`config.mk`:
```
export PLATFORM = sky130hd
export DESIGN_NAME = lwram_ctrl
export DESIGN_NICKNAME = d
export VERILOG_FILES = /design/src/rtl/lwram_ctrl.sv
export SDC_FILE = /design/constraint.sdc
export NUM_CORES = 1
export LEC_CHECK = 0
export ABC_AREA = 1
export CORE_MARGIN = 2
export CORE_UTILIZATION = 30
export DETAILED_ROUTE_END_ITERATION = 16
export GPL_TIMING_DRIVEN = 1
export SLEW_MARGIN = 20
export SYNTH_ARGS = -nofsm -noshare
export SYNTH_HDL_FRONTEND = slang
export SYNTH_SLANG_ARGS = --single-unit
```
`constraint.sdc`:
```
create_clock -name CLK -period 4.3 [get_ports CLK]
set_clock_uncertainty 0.15 [all_clocks]
set_input_delay 0.86 -clock CLK [delete_from_list [all_inputs] [get_ports CLK]]
set_output_delay 0.86 -clock CLK [all_outputs]
set_load 0.05 [all_outputs]
```
`src/rtl/lwram_ctrl.sv`:
```
// LWRAM strobe responder: turns SH2-side DCE_N/DOE_N/DWE_N accesses into
// single-outstanding requests on a generic memory port. Writes are posted
// through a small FIFO. Reads hold DWAIT_N low until the data returns.
module lwram_ctrl #(
   parameter int unsigned WB_DEPTH = 4
) (
   input  logic        CLK,
   input  logic        RST,
   input  logic [19:0] A,
   input  logic [15:0] DI,
   output logic [15:0] DO,
   input  logic        DCE_N,
   input  logic        DOE_N,
   input  logic [1:0]  DWE_N,
   output logic        DWAIT_N,
   output logic [19:0] MEM_A,
   output logic [15:0] MEM_D,
   output logic [1:0]  MEM_BE,
   output logic        MEM_WE,
   output logic        MEM_REQ,
   input  logic        MEM_ACK,
   input  logic [15:0] MEM_Q
);

   localparam int unsigned AW = 20;
   localparam int unsigned DW = 16;
   localparam int unsigned PW = $clog2(WB_DEPTH);
   localparam int unsigned CW = PW + 1;

   typedef enum logic [1:0] {
      ST_IDLE,
      ST_WR_WAIT,
      ST_RD_WAIT
   } state_t;

   state_t          r_state;
   logic            r_doe_old;
   logic [1:0]      r_dwe_old;

   logic [AW-1:0]   r_wb_a  [WB_DEPTH];
   logic [DW-1:0]   r_wb_d  [WB_DEPTH];
   logic [1:0]      r_wb_be [WB_DEPTH];
   logic [PW-1:0]   r_wptr;
   logic [PW-1:0]   r_rptr;
   logic [CW-1:0]   r_count;

   logic            r_hold_v;
   logic [AW-1:0]   r_hold_a;
   logic [DW-1:0]   r_hold_d;
   logic [1:0]      r_hold_be;

   logic            r_rd_pending;
   logic [AW-1:0]   r_rd_addr;

   logic            w_rd_edge;
   logic            w_wr_start;
   logic            w_rd_accept;
   logic            w_full;
   logic            w_empty;
   logic            w_pop;
   logic            w_push_hold;
   logic            w_push_new;
   logic            w_push;
   logic            w_hold_set;
   logic [AW-1:0]   w_push_a;
   logic [DW-1:0]   w_push_d;
   logic [1:0]      w_push_be;
   logic            w_rd_done;
   logic            w_rd_pend_nxt;
   logic            w_rd_go;
   logic [AW-1:0]   w_rd_go_a;

   // Strobe edge detection; a simultaneous write edge suppresses the read,
   // and a read edge while one is already pending is dropped.
   assign w_rd_edge   = !DCE_N && !DOE_N && r_doe_old;
   assign w_wr_start  = !DCE_N && (DWE_N != 2'b11) && (r_dwe_old == 2'b11);
   assign w_rd_accept = w_rd_edge && !w_wr_start && !r_rd_pending;

   // Write buffer control; the holding register takes priority for a freed slot.
   assign w_full      = (r_count == CW'(WB_DEPTH));
   assign w_empty     = (r_count == '0);
   assign w_pop       = (r_state == ST_WR_WAIT) && MEM_ACK;
   assign w_push_hold = r_hold_v && (!w_full || w_pop);
   assign w_push_new  = w_wr_start && !r_hold_v && (!w_full || w_pop);
   assign w_hold_set  = w_wr_start && !r_hold_v && w_full && !w_pop;
   assign w_push      = w_push_hold || w_push_new;
   assign w_push_a    = r_hold_v ? r_hold_a  : A;
   assign w_push_d    = r_hold_v ? r_hold_d  : DI;
   assign w_push_be   = r_hold_v ? r_hold_be : ~DWE_N;

   // Read issue waits until every earlier write has drained.
   assign w_rd_done     = (r_state == ST_RD_WAIT) && MEM_ACK;
   assign w_rd_pend_nxt = (r_rd_pending && !w_rd_done) || w_rd_accept;
   assign w_rd_go       = (r_state == ST_IDLE) && (r_rd_pending || w_rd_accept) &&
                          w_empty && !r_hold_v && !w_push;
   assign w_rd_go_a     = w_rd_accept ? A : r_rd_addr;

   // Write buffer storage (data only, no reset needed).
   always_ff @(posedge CLK) begin
      if (w_push) begin
         r_wb_a[r_wptr]  <= w_push_a;
         r_wb_d[r_wptr]  <= w_push_d;
         r_wb_be[r_wptr] <= w_push_be;
      end
   end

   // Control state, buffer pointers, request FSM and registered outputs.
   always_ff @(posedge CLK) begin
      if (RST) begin
         r_state      <= ST_IDLE;
         r_doe_old    <= 1'b1;
         r_dwe_old    <= 2'b11;
         r_wptr       <= '0;
         r_rptr       <= '0;
         r_count      <= '0;
         r_hold_v     <= 1'b0;
         r_hold_a     <= '0;
         r_hold_d     <= '0;
         r_hold_be    <= '0;
         r_rd_pending <= 1'b0;
         r_rd_addr    <= '0;
         DO           <= '0;
         DWAIT_N      <= 1'b1;
         MEM_A        <= '0;
         MEM_D        <= '0;
         MEM_BE       <= '0;
         MEM_WE       <= 1'b0;
         MEM_REQ      <= 1'b0;
      end else begin
         r_doe_old <= DOE_N;
         r_dwe_old <= DWE_N;

         if (w_push) r_wptr <= r_wptr + PW'(1);
         if (w_pop)  r_rptr <= r_rptr + PW'(1);
         if (w_push && !w_pop)      r_count <= r_count + CW'(1);
         else if (!w_push && w_pop) r_count <= r_count - CW'(1);

         if (w_hold_set) begin
            r_hold_v  <= 1'b1;
            r_hold_a  <= A;
            r_hold_d  <= DI;
            r_hold_be <= ~DWE_N;
         end else if (w_push_hold) begin
            r_hold_v  <= 1'b0;
         end

         if (w_rd_accept) r_rd_addr <= A;
         r_rd_pending <= w_rd_pend_nxt;

         // Release one cycle after the held write enters the buffer.
         DWAIT_N <= !(w_hold_set || r_hold_v || w_rd_pend_nxt);

         case (r_state)
            ST_IDLE: begin
               if (w_rd_go) begin
                  MEM_REQ <= 1'b1;
                  MEM_WE  <= 1'b0;
                  MEM_A   <= w_rd_go_a;
                  MEM_BE  <= 2'b11;
                  r_state <= ST_RD_WAIT;
               end else if (!w_empty) begin
                  MEM_REQ <= 1'b1;
                  MEM_WE  <= 1'b1;
                  MEM_A   <= r_wb_a[r_rptr];
                  MEM_D   <= r_wb_d[r_rptr];
                  MEM_BE  <= r_wb_be[r_rptr];
                  r_state <= ST_WR_WAIT;
               end
            end
            ST_WR_WAIT: begin
               if (MEM_ACK) begin
                  MEM_REQ <= 1'b0;
                  r_state <= ST_IDLE;
               end
            end
            ST_RD_WAIT: begin
               if (MEM_ACK) begin
                  DO      <= MEM_Q;
                  MEM_REQ <= 1'b0;
                  r_state <= ST_IDLE;
               end
            end
            default: begin
               r_state <= ST_IDLE;
            end
         endcase
      end
   end

endmodule

```
; Word level (Yosys, flattened, before mapping)
; Memories as Yosys holds them, arrays and structs flattened. A register that Yosys moved wholly into a read port is not among the register bits.
; Cells that the tools add are included.
[word_totals]
ramBits = 152
out_inout_bits = 57
inputBits = 59
regBits = 113
elab_cells = 110
n_memories = 3
[classes]
eq_ne = 8
bitwise = 3
muxes = 27
add_sub_neg = 4
reduce_logical = 47
[mem_list]
columns = name, depth, width, read_ports, rd_ports_with_merged_regs, write_ports, line_no
row1 = r_wb_a, 4, 20, 1, 1, 1, 40  ; logic [AW-1:0] r_wb_a [WB_DEPTH];
row2 = r_wb_d, 4, 16, 1, 1, 1, 41  ; logic [DW-1:0] r_wb_d [WB_DEPTH];
row3 = r_wb_be, 4, 2, 1, 1, 1, 42  ; logic [1:0] r_wb_be [WB_DEPTH];
[op_table]
columns = cell, count
row1 = 20-bit 2-to-1 mux, 4
row2 = 1-bit logical AND, 20
row3 = 2-bit 2-to-1 mux, 10
row4 = 16-bit 2-to-1 mux, 1
row5 = 1-bit logical NOT, 10
row6 = 1-bit 2-to-1 mux, 8
row7 = 1-bit logical OR, 6
row8 = 3-bit 2-to-1 mux, 2
row9 = 2-bit AND reduction, 3
row10 = 3-bit AND reduction, 2
row11 = 2-bit nonzero test, 3
row12 = 2-bit by 1-bit adder with 2-bit output (second input constant), 2
row13 = 2-bit == test (second input constant), 2
row14 = 2-bit by 1-bit != test with 1-bit output (second input constant), 2
row15 = 2-bit one-hot mux with 2 select lines, 1
row16 = 3-bit by 1-bit adder with 3-bit output (second input constant), 1
row17 = 3-bit == test (second input constant), 1
row18 = 3-bit logical NOT, 1
row19 = 3-bit != test (second input constant), 1
row20 = 3-bit by 1-bit subtractor with 3-bit output (second input constant), 1
row21 = 2-bit by 1-bit == test with 1-bit output (second input constant), 1
row22 = 2-bit logical NOT, 1
row23 = 2-bit != test (second input constant), 1
row24 = 1-bit NOT, 2
row25 = other kinds (3), 3

; Longest topological paths before layout
; Gate-level depths: netlist of run 1.
[logic_depth]
ltp_word = 13
depth_mapped = 15

; Least setup slack after synthesis of run 1
; OpenSTA, ideal clock, no wires.
[synth_path]
path_kind = input -> register
from = input DCE_N
to = memory r_wb_a[0][0] (enable)
path_slack_ps = 738
stages = 6
n_path_buf = 1
t_required_ps = 3717
arrival_time_ps = 2979
path_cell_list = nor2_1 > nand2_1 > nand2_1 > nand2_1 > clkbuf_1 > nor2_1
[synth_between]
elab_chain_cells = 8
[synth_rtl]
columns = element, line_no
row1 = "start, declared", 12  ; input logic DCE_N,
row2 = 1-bit logical NOT, 76  ; assign w_wr_start = !DCE_N && (DWE_N != 2'b11) && (r_dwe_old == 2'b11);
row3 = 1-bit logical AND (2 in a row), 76
row4 = 1-bit logical AND (2 in a row), 84  ; assign w_push_new = w_wr_start && !r_hold_v && (!w_full || w_pop);
row5 = 1-bit logical OR, 86  ; assign w_push = w_push_hold || w_push_new;
row6 = 1-bit 2-to-1 mux, 100  ; if (w_push) begin
row7 = 1-bit 2-to-1 mux (implied by the code), 101  ; r_wb_a[r_wptr] <= w_push_a;
row8 = "end, declared", 40
; No other way between the ends.

; Worst setup path in the final report of run 1
[layout_path]
from = input MEM_ACK
to = register r_count[2]
[layout_between]
elab_chain_cells = 7
elab_cells_between_ends = 11
classes_between = mux (1) / reduce/logical (10)
[layout_rtl]
columns = element, line_no
row1 = "start, declared", 21  ; input logic MEM_ACK,
row2 = 1-bit logical AND *, 82  ; assign w_pop = (r_state == ST_WR_WAIT) && MEM_ACK;
row3 = 1-bit logical OR *, "83, 84"
row4 = "1-bit logical AND, on equally long branches", "83, 84"
row5 = 1-bit logical OR *, 86
row6 = via w_push, 63  ; logic w_push;
row7 = 1-bit logical NOT, 136  ; else if (!w_push && w_pop) r_count <= r_count - CW'(1);
row8 = 1-bit logical AND, 136
row9 = 2-bit nonzero test (no source line), n/a
row10 = "end signal, assigned", 135  ; if (w_push && !w_pop) r_count <= r_count + CW'(1);
row11 = "end signal, assigned", 136
row12 = "end, declared", 45  ; logic [CW-1:0] r_count;
; The timed path passes the listed nets; every way through them passes the cells marked *.
; A chain may end at the register's enable or synchronous reset.

==> results of run 1 <==
==> final timing paths <==
kind / startpoint / endpoint / slack [ns] / depth (start not counted)
max: MEM_ACK / r_count[2] / 1.35 / 13
min: r_hold_d[3] / r_hold_d[3] / 0.30 / 2
max reg2reg: r_state[1] / r_count[2] / 1.62 / 14
min reg2reg: r_hold_d[3] / r_hold_d[3] / 0.30 / 2
==> registers in the layout, indices dropped and copies added, names as in the netlist, named ones only <==
signal	flops
r_dwe_old	2
r_hold_a	20
r_wptr	2
r_state	2
r_hold_d	16
DO	16
r_rd_pending	1
r_wb_a	80
MEM_REQ	1
r_count	3
r_wb_be	8
MEM_BE	2
r_hold_v	1
r_wb_d	64
MEM_A	20
r_doe_old	1
MEM_WE	1
DWAIT_N	1
r_hold_be	2
MEM_D	16
r_rd_addr	20
r_rptr	2
==> worst register-to-register path: stages, from the launching register on <==
cell and delay, ns:
dfxtp_1 0.38, inv_1 0.08, ha_1 0.19, nand2_2 0.11
nand3_1 0.13, nand2_1 0.47, inv_1 0.10, ha_1 0.21
inv_1 0.10, fa_1 0.20, nor2_1 0.05, nor2_1 0.07
nand2_1 0.07, o21ai_0 0.18, a21oi_1 0.07
==> power by group <==
group,internal (mW),switching [mW]
sequential,3.20,0.161
combinational,0.726,1.66
clock,1.34,1.02
total,5.26,2.84
==> through the flow <==
stage          worst slack, ns  power (mW)  std cells  hold slack (ns)  util, %
3_3_place_gp             0.893        5.80       1655            0.283     34.7
2_1_floorplan            0.738        5.03       1124            0.274        -
5_1_grt                   1.20        8.53       1709            0.315     37.1
3_5_place_dp             0.782        5.83       1655            0.289     34.7
6_report                  1.35        8.10       1709            0.297     37.1
4_1_cts                   1.34        8.21       1709            0.299     37.1
==> final cells by class <==
| class | count | area, um^2 | area share, % |
|---|---|---|---|
| Clock inverter | 13 | 97.6 | 0.723 |
| Multi-Input combinational cell | 684 | 3210 | 23.8 |
| Sequential cell | 283 | 7190 | 53.3 |
| Timing Repair Buffer | 133 | 1290 | 9.59 |
| Clock buffer | 41 | 791 | 5.86 |
| Inverter | 87 | 327 | 2.42 |
| Tap cell | 468 | 586 | 4.34 |
==> Yosys cell counts, types with 2 or more instances <==
master    count
ha_1          9
nor2_2        2
nand3_1       7
a31oi_1      16
nand2_2       2
inv_1        83
clkbuf_1     52
o21ai_0     218
nand4_1       2
nand2_1     142
dfxtp_1     131
inv_2         3
o21ai_1      14
or2_2         2
a21oi_1      66
edfxtp_1    152
buf_2        15
buf_6         2
nor2_1      176
o22ai_1      22
==> metal layers <==
| metal | vias up | track usage [%] |
|---|---|---|
| li1 | 3996 | - |
| met2 | 171 | 22.6 |
| met4 | 0 | 3.90 |
| met1 | 3748 | 17.6 |
| met5 | - | 0 |
| met3 | 40 | 2.95 |
==> kinds of logic (layout without fill, tap and decap cells) <==
logic type | after synthesis | after routing
flops | 283 | 283
buf+inv | 157 | 274
fa+ha+maj | 10 | 10
compound gates | 336 | 336
xor+xnor | 1 | 1
simple gates | 337 | 337
==> results.yml, run 1 <==
run_status:
  status: "finished clean"
drt:
  wire_per_inst_um: 15.2
  drc: 0
  vias_per_cell: 4.65
  antenna_left: 0
  met1_length_um: 12000
  met2_length_um: 12000
  vias: 7955
  top_layer: "met4"
  wl_met3_um: 1530
  wirelength_um: 26000
  first_pass_iters: 5
  drt_iter0_markers: 489
yosys:
  synthCells: 1124
  synth-seq-cells: 283
  synthMuxAreaShare_pct: 0
  synth_top_family_by_area: "compound AO/OA/AOI/OAI gates"
  async_flop_share_pct: 0
  synth_compound_gate_area_share_pct: 15.7
  yosys.area_share.simple_pct: 11.9
  ys.flop_type: "edfxtp_1"
  synth_area_leaders: "edfxtp_1 42%, dfxtp_1 24%, o21ai_0 9.9%"
  avgSynthCellArea_um2: 9.78
  synth_edf_count: 152
  netlist_area_mm2: 0.0110
  yosys.area.top_type: "edfxtp_1"
  synth_nets: 1193
  synth_xor_area_share_pct: 0.0797
  synthDistinctLibCells: 28
  seq_area_frac_synth_pct: 65.4
  synthAdderAreaFrac_pct: 1.21
  synth_top_area_share_pct: 41.5
  yosys_warnings: 0
clock_tree:
  worstSkewPairLatency_ns: 0.55
  cts_buffer_depth: 3
  h-tree-depth: 1
  cts_tree: "built"
  cts_root_buf: "clkbuf_16"
  numCtsBuffers: 29
  post_cts_buffers: 0
  cts.repair.resized: 0
  cts.sinks: 283
  holdBufCountCts: 0
  clk_pin_slew_worst_paths_ns: 0.06
global_route:
  grt_pass1_wl_um: 41300
  grt_remaining_overflow: 0
  grt_pass1_vias: 7665
  antenna_found_initial: 0
  grt_max_degree: 82
  grt.total_usage_pct: 13.5
critical_path:
  cp_slowest_cell: "clkdlybuf4s50_1"
  crit_required_ns: 4.61
  criticalPathCategory: "primary input to flip-flop"
  cp_max_fo: 11
  crit_chain: "clkdlybuf4s50_1 > nand2_2 > nand3_1 > nand2_1 > inv_1 > ha_1 > inv_1 > fa_1 > nor2_1 > nor2_1 > nand2_1 > o21ai_0 > a21oi_1"
  crit_family: "simple AND/OR/NAND/NOR gates"
  cp_num_buf_inv: 3
  cp-end-kind: "flip-flop"
  startpoint_type: "primary input"
  arrival_ns: 3.26
  max_stage_delay_ns: 0.53
flow_run:
  cap_violations: 0
worst_hold_path:
  hp-class: "flip-flop to flip-flop"
power:
  peakVddDrop_uv: 250
  p_leak_nw: 4.85
  p_per_area_mw_per_mm2: 601
cells_and_area:
  final_common_cell: "o21ai_0"
  nets: 1287
  insertedDiodeCount: 0
  fin_area_mm2: 0.0135
  drive_gt1_share_pct: 6.29
  fillers: 3511
  final_cell_mix: "218 x o21ai_0, 172 x nor2_1, 152 x edfxtp_1"
  syn_to_final_growth_pct: 22.8
floorplanning:
  die_y_um: 195
  dieArea_mm2: 0.0382
  core-area_mm2: 0.0363
  io_pins: 116
  die_width_um: 195
  rows: 70
  start_util_pct: 30.2
timing:
  fin_crit_sh_pct: 68.6
  hold_viol_final: 0
  fmax_mhz: 339
  final-setup-viol-count: 0
  tightestPinTransition_ns: 1.04
  slew_viol_final: 0
  period_minus_slack_ns: 2.95
  fin_tns_setup_ns: 0
  grt_setup_unrepaired: "no"
  slew_headroom_pct: 30.6
placement:
  io_buffers: 115
  place.gp.congestion: 0.709
  hpwlAfterDp_um: 15300
  dpl_cell_area_mm2: 0.0126
No activity file was read; power rests on OpenSTA's default activity.
==> run 2: changes to the inputs <==
==> constraint.sdc (replaced) <==
create_clock -name CLK -period 2.6 [get_ports CLK]
set_clock_uncertainty 0.15 [all_clocks]
set_input_delay 0.52 -clock CLK [delete_from_list [all_inputs] [get_ports CLK]]
set_output_delay 0.52 -clock CLK [all_outputs]
set_load 0.05 [all_outputs]
==> run 2 against run 1 <==
Die area did not move. Sequential power rose by 65%. Clock power rose by 81%. Non-clock buffer count rose by 17. Via count rose by 0.87%. Critical path depth fell by 12. Worst setup slack got worse by 1.2 ns.
==> results.yml, run 2 (synthesis results as in run 1) <==
floorplanning:
  dieArea_mm2: 0.0382
  die_y_um: 195
  rows: 70
  io_pins: 116
  core-area_mm2: 0.0363
  start_util_pct: 30.2
  die_width_um: 195
critical_path:
  cp_num_buf_inv: 1
  cp_max_fo: 2
  criticalPathCategory: "flip-flop to output port"
  reg2reg_depth: 13
  cp-end-kind: "output port"
  cp.depth: 1
  cp_slowest_cell: "clkdlybuf4s50_1"
  startpoint: "MEM_D[10]"
  startpoint_type: "flip-flop"
  crit_required_ns: 1.93
  rr_startpoint: "r_state[1]"
  max_stage_delay_ns: 0.83
  timing.rr.end: "MEM_A[14]"
  crit_chain: "clkdlybuf4s50_1"
  crit_family: "buffers and inverters"
  cp-endpoint: "MEM_D[10]"
  arrival_ns: 1.76
  r2r_slack_ns: 0.47
cells_and_area:
  drive_gt1_share_pct: 7.95
  layoutNonFillerInstCount: 1727
  largest_reg_flops: 80
  top_register: "r_wb_a"
  nets: 1304
  final_common_cell: "o21ai_0"
  top_regs: "r_wb_a x80, r_wb_d x64"
  final_cell_mix: "218 x o21ai_0, 172 x nor2_1, 152 x edfxtp_1"
  fin_util_pct: 38.1
  syn_to_final_growth_pct: 26.0
placement:
  dp_cells: 1672
  io_buffers: 115
  hpwlAfterDp_um: 16100
  place.gp.congestion: 0.725
global_route:
  grt_pass1_vias: 7773
  grt.total_usage_pct: 13.7
  grt_max_degree: 74
  grt_remaining_overflow: 0
  grt_pass1_wl_um: 41900
  top_usage_layer: "met2"
  gr-usage-met2_pct: 22.8
  grtUsageMet3_pct: 2.19
  global_route.usage.met1_pct: 18.4
  antenna_found_initial: 1
drt:
  drc: 0
  wirelength_um: 26200
  vias_per_cell: 4.65
  drt_iter0_markers: 562
  first_pass_iters: 5
  vias: 8024
  antenna_left: 0
  wire_per_inst_um: 15.2
clock_tree:
  clk_pin_slew_worst_paths_ns: 0.07
  cts.sinks: 283
  h-tree-depth: 1
  cts_buffer_depth: 3
  post_cts_buffers: 0
  cts_root_buf: "clkbuf_16"
  holdBufCountCts: 0
  worstSkewPairLatency_ns: 0.54
  cts_tree: "built"
  numCtsBuffers: 29
  cts.repair.resized: 0
worst_hold_path:
  hp-class: "primary input to flip-flop"
  whs_path_depth: 3
power:
  p_int_mw: 9.23
  p_leak_nw: 5.02
  p_switching_mw: 4.77
  clkPwrFrac_pct: 30.6
  power_frac_seq_pct: 39.8
  p_comb_share_pct: 29.7
  p_sw_share_pct: 34.1
  peakVddDrop_uv: 526
  p_per_area_mw_per_mm2: 1010
timing:
  tightestPinTransition_ns: 0.743
  grt_setup_unrepaired: "no"
  slew_headroom_pct: 50.4
  fmax_mhz: 412
  slew_viol_final: 0
  period_minus_slack_ns: 2.43
  fin_crit_sh_pct: 93.4
  hold_viol_final: 0
  final-setup-viol-count: 0
run_status:
  status: "finished clean"
flow_run:
  cap_violations: 0
-- run 2: changes by cell type in the layout (fill, tap and decap cells not counted), sizes merged --
cell,delta
clkinv,+2
bufinv,+4
diode,+1
inv,-1
clkbuf,-6
clkinvlp,+1
buf,+17
-- run 2: worst min-delay path: stages --
cell and delay, ns:
buf_2 0.11, inv_2 0.17, nand2_1 0.12
-- run 2: worst min-delay path by stage --
| stage | startpoint | to | slack (ns) |
|---|---|---|---|
| final | RST | r_doe_old | 0.26 |
| after floorplan | r_hold_a[10] | r_hold_a[10] | 0.27 |
| after global routing | RST | r_doe_old | 0.30 |
| after global placement | r_hold_a[0] | r_hold_a[0] | 0.28 |
| after detailed placement | r_hold_d[9] | r_hold_d[9] | 0.29 |
| after CTS | RST | r_doe_old | 0.24 |
-- run 2: final cells by class --
cell class                 instances  area, um^2
fill                            3494       22500
antenna                            1        2.50
sequential                       283        7190
inverter                          87         327
tap                              468         586
clock buffer                      35         758
timing repair buffer             150        1550
clock inverter                    19         228
multi-input combinational        684        3210
-- run 2: per-layer routing --
metal / wire length, um / share of wire (%)
met1: 12300 / 47
met5: 0 / 0
met2: 12100 / 46
met3: 1350 / 5.1
met4: 451 / 1.7
-- run 2: stage by stage --
stage	instance area (um^2)	setup slack [ns]	power, mW	setup TNS, ns	hold slack [ns]
finish	13800	0.172	14.0	0	0.264
global route	13800	0.133	14.7	0	0.295
CTS	13800	0.131	14.2	0	0.245
detailed placement	12900	0.0114	9.85	0	0.287
global placement	12900	0.0290	9.79	0	0.282
floorplan	11000	-0.622	8.32	-94.55	0.274
-- run 2: power groups by stage --
| stage | clock (mW) | combinational [mW] | sequential [mW] |
|---|---|---|---|
| 2_1_floorplan | 0 | 1.63 | 6.69 |
| 3_3_place_gp | 0 | 4.13 | 5.66 |
| 3_5_place_dp | 0 | 4.18 | 5.67 |
| 4_1_cts | 4.37 | 4.20 | 5.58 |
| 5_1_grt | 4.55 | 4.52 | 5.62 |
| 6_report | 4.28 | 4.15 | 5.56 |
==> run 3: changes to the inputs <==
--- a/config.mk
+++ b/config.mk
@@ -6,11 +6,12 @@
 export NUM_CORES = 1
 export LEC_CHECK = 0
 export ABC_AREA = 1
+export CAP_MARGIN = 20
 export CORE_MARGIN = 2
 export CORE_UTILIZATION = 30
 export DETAILED_ROUTE_END_ITERATION = 16
 export GPL_TIMING_DRIVEN = 1
-export SLEW_MARGIN = 20
+export MAX_ROUTING_LAYER = met4
 export SYNTH_ARGS = -nofsm -noshare
 export SYNTH_HDL_FRONTEND = slang
 export SYNTH_SLANG_ARGS = --single-unit
==> run 3 against run 2 <==
Worst setup slack barely moved. Combinational power hardly changed. Fmax about the same. Non-clock buffer count did not move. Via count increased by 0.45%. Worst hold slack gained 0.0064 ns. Clock power barely moved. Sequential share of layout area stayed put. Sequential cell count is the same. Largest cell class unchanged. Routed wire length is 0.16% lower. Final area unchanged. First-iteration DRC count rose by 1.6%. Highest routed layer unchanged.
==> results.yml, run 3 (synthesis results as in run 1) <==
clock_tree:
  cts_tree: "built"
  cts.repair.resized: 0
  post_cts_buffers: 0
  cts_root_buf: "clkbuf_16"
  holdBufCountCts: 0
  worstSkewPairLatency_ns: 0.54
  h-tree-depth: 1
  clk_pin_slew_worst_paths_ns: 0.06
  numCtsBuffers: 29
  cts_buffer_depth: 3
  cts.sinks: 283
critical_path:
  cp.depth: 1
  startpoint: "MEM_BE[1]"
  reg2reg_depth: 13
  crit_family: "buffers and inverters"
  cp_num_buf_inv: 1
  crit_required_ns: 1.93
  arrival_ns: 1.76
  cp-end-kind: "output port"
  criticalPathCategory: "flip-flop to output port"
  cp_slowest_cell: "clkdlybuf4s50_1"
  rr_startpoint: "r_state[1]"
  crit_chain: "clkdlybuf4s50_1"
  startpoint_type: "flip-flop"
  cp_max_fo: 2
  max_stage_delay_ns: 0.86
worst_hold_path:
  hp-class: "primary input to flip-flop"
  whs_path_depth: 3
  worstHoldStart: "RST"
power:
  p_sw_share_pct: 34.0
  p_total_mw: 14.0
  peakVddDrop_uv: 523
  power_frac_seq_pct: 39.8
  p_int_mw: 9.23
  clkPwrFrac_pct: 30.5
  p_per_area_mw_per_mm2: 1010
  p_leak_nw: 5.02
  p_switching_mw: 4.76
  p_comb_share_pct: 29.7
timing:
  hold_viol_final: 0
  slew_headroom_pct: 50.7
  hold_slack_ns: 0.270
  grt_setup_unrepaired: "no"
  final-setup-viol-count: 0
  fin_crit_sh_pct: 93.4
  slew_viol_final: 0
  fmax_mhz: 412
  tightestPinTransition_ns: 0.738
  period_minus_slack_ns: 2.43
cells_and_area:
  final_cell_mix: "218 x o21ai_0, 172 x nor2_1, 152 x edfxtp_1"
  top_register: "r_wb_a"
  drive_gt1_share_pct: 7.95
  largest_reg_flops: 80
  final_common_cell: "o21ai_0"
  nets: 1304
  top_regs: "r_wb_a x80, r_wb_d x64"
  syn_to_final_growth_pct: 26.0
floorplanning:
  die_width_um: 195
  dieArea_mm2: 0.0382
  start_util_pct: 30.2
  core-area_mm2: 0.0363
  rows: 70
  io_pins: 116
  die_y_um: 195
global_route:
  top_usage_layer: "met2"
  grt_max_degree: 74
  global_route.usage.met1_pct: 18.4
  grt_remaining_overflow: 0
  antenna_found_initial: 1
  grt_pass1_wl_um: 41900
  grtUsageMet3_pct: 2.09
  gr-usage-met2_pct: 22.8
  grt_pass1_vias: 7776
  grt.total_usage_pct: 14.1
run_status:
  status: "finished clean"
drt:
  wirelength_um: 26200
  vias_per_cell: 4.67
  vias: 8060
  drt_iter0_markers: 571
  antenna_left: 0
  first_pass_iters: 5
  drc: 0
  wire_per_inst_um: 15.2
placement:
  io_buffers: 115
  hpwlAfterDp_um: 16100
  place.gp.congestion: 0.734
flow_run:
  cap_violations: 0
[run 3: cell counts in the layout (fill, tap and decap cells not counted)]
No cell type changed its count.
[run 3: path summary, 6_finish.rpt]
kind             endpoint  slack (ns)
max             MEM_BE[1]        0.17
min             r_doe_old        0.27
max reg2reg     MEM_A[14]        0.47
min reg2reg  r_hold_d[11]        0.29
[run 3: cell type report]
cell class	count	area, um^2
antenna	1	2.50
clock buffer	35	758
clock inverter	19	228
fill	3494	22500
inverter	87	327
multi-input combinational	684	3210
sequential	283	7190
tap	468	586
timing repair buffer	150	1550
[run 3: power groups by stage]
stage / clock network, mW / registers [mW] / logic [mW]
floorplan: 0 / 6.69 / 1.63
global placement: 0 / 5.66 / 4.13
detailed placement: 0 / 5.67 / 4.18
CTS: 4.37 / 5.58 / 4.20
global route: 4.55 / 5.62 / 4.52
finish: 4.27 / 5.57 / 4.15
[run 3: metrics by stage]
stage                     worst slack, ns  std cells  util [%]  TNS (ns)  area, um^2
after floorplan                    -0.622       1124         -    -94.55       11000
after global placement             0.0290       1672      35.4         0       12900
after detailed placement           0.0114       1672      35.4         0       12900
after CTS                           0.131       1726      38.1         0       13800
after global routing                0.133       1727      38.1         0       13800
final                               0.172       1727      38.1         0       13800
[run 3: routing by layer]
layer / part of all wire, % / vias up
met3: 5.5 / 33
met1: 47 / 3802
met2: 46 / 188
met5: 0 / -
met4: 1.7 / 0
li1: - / 4037
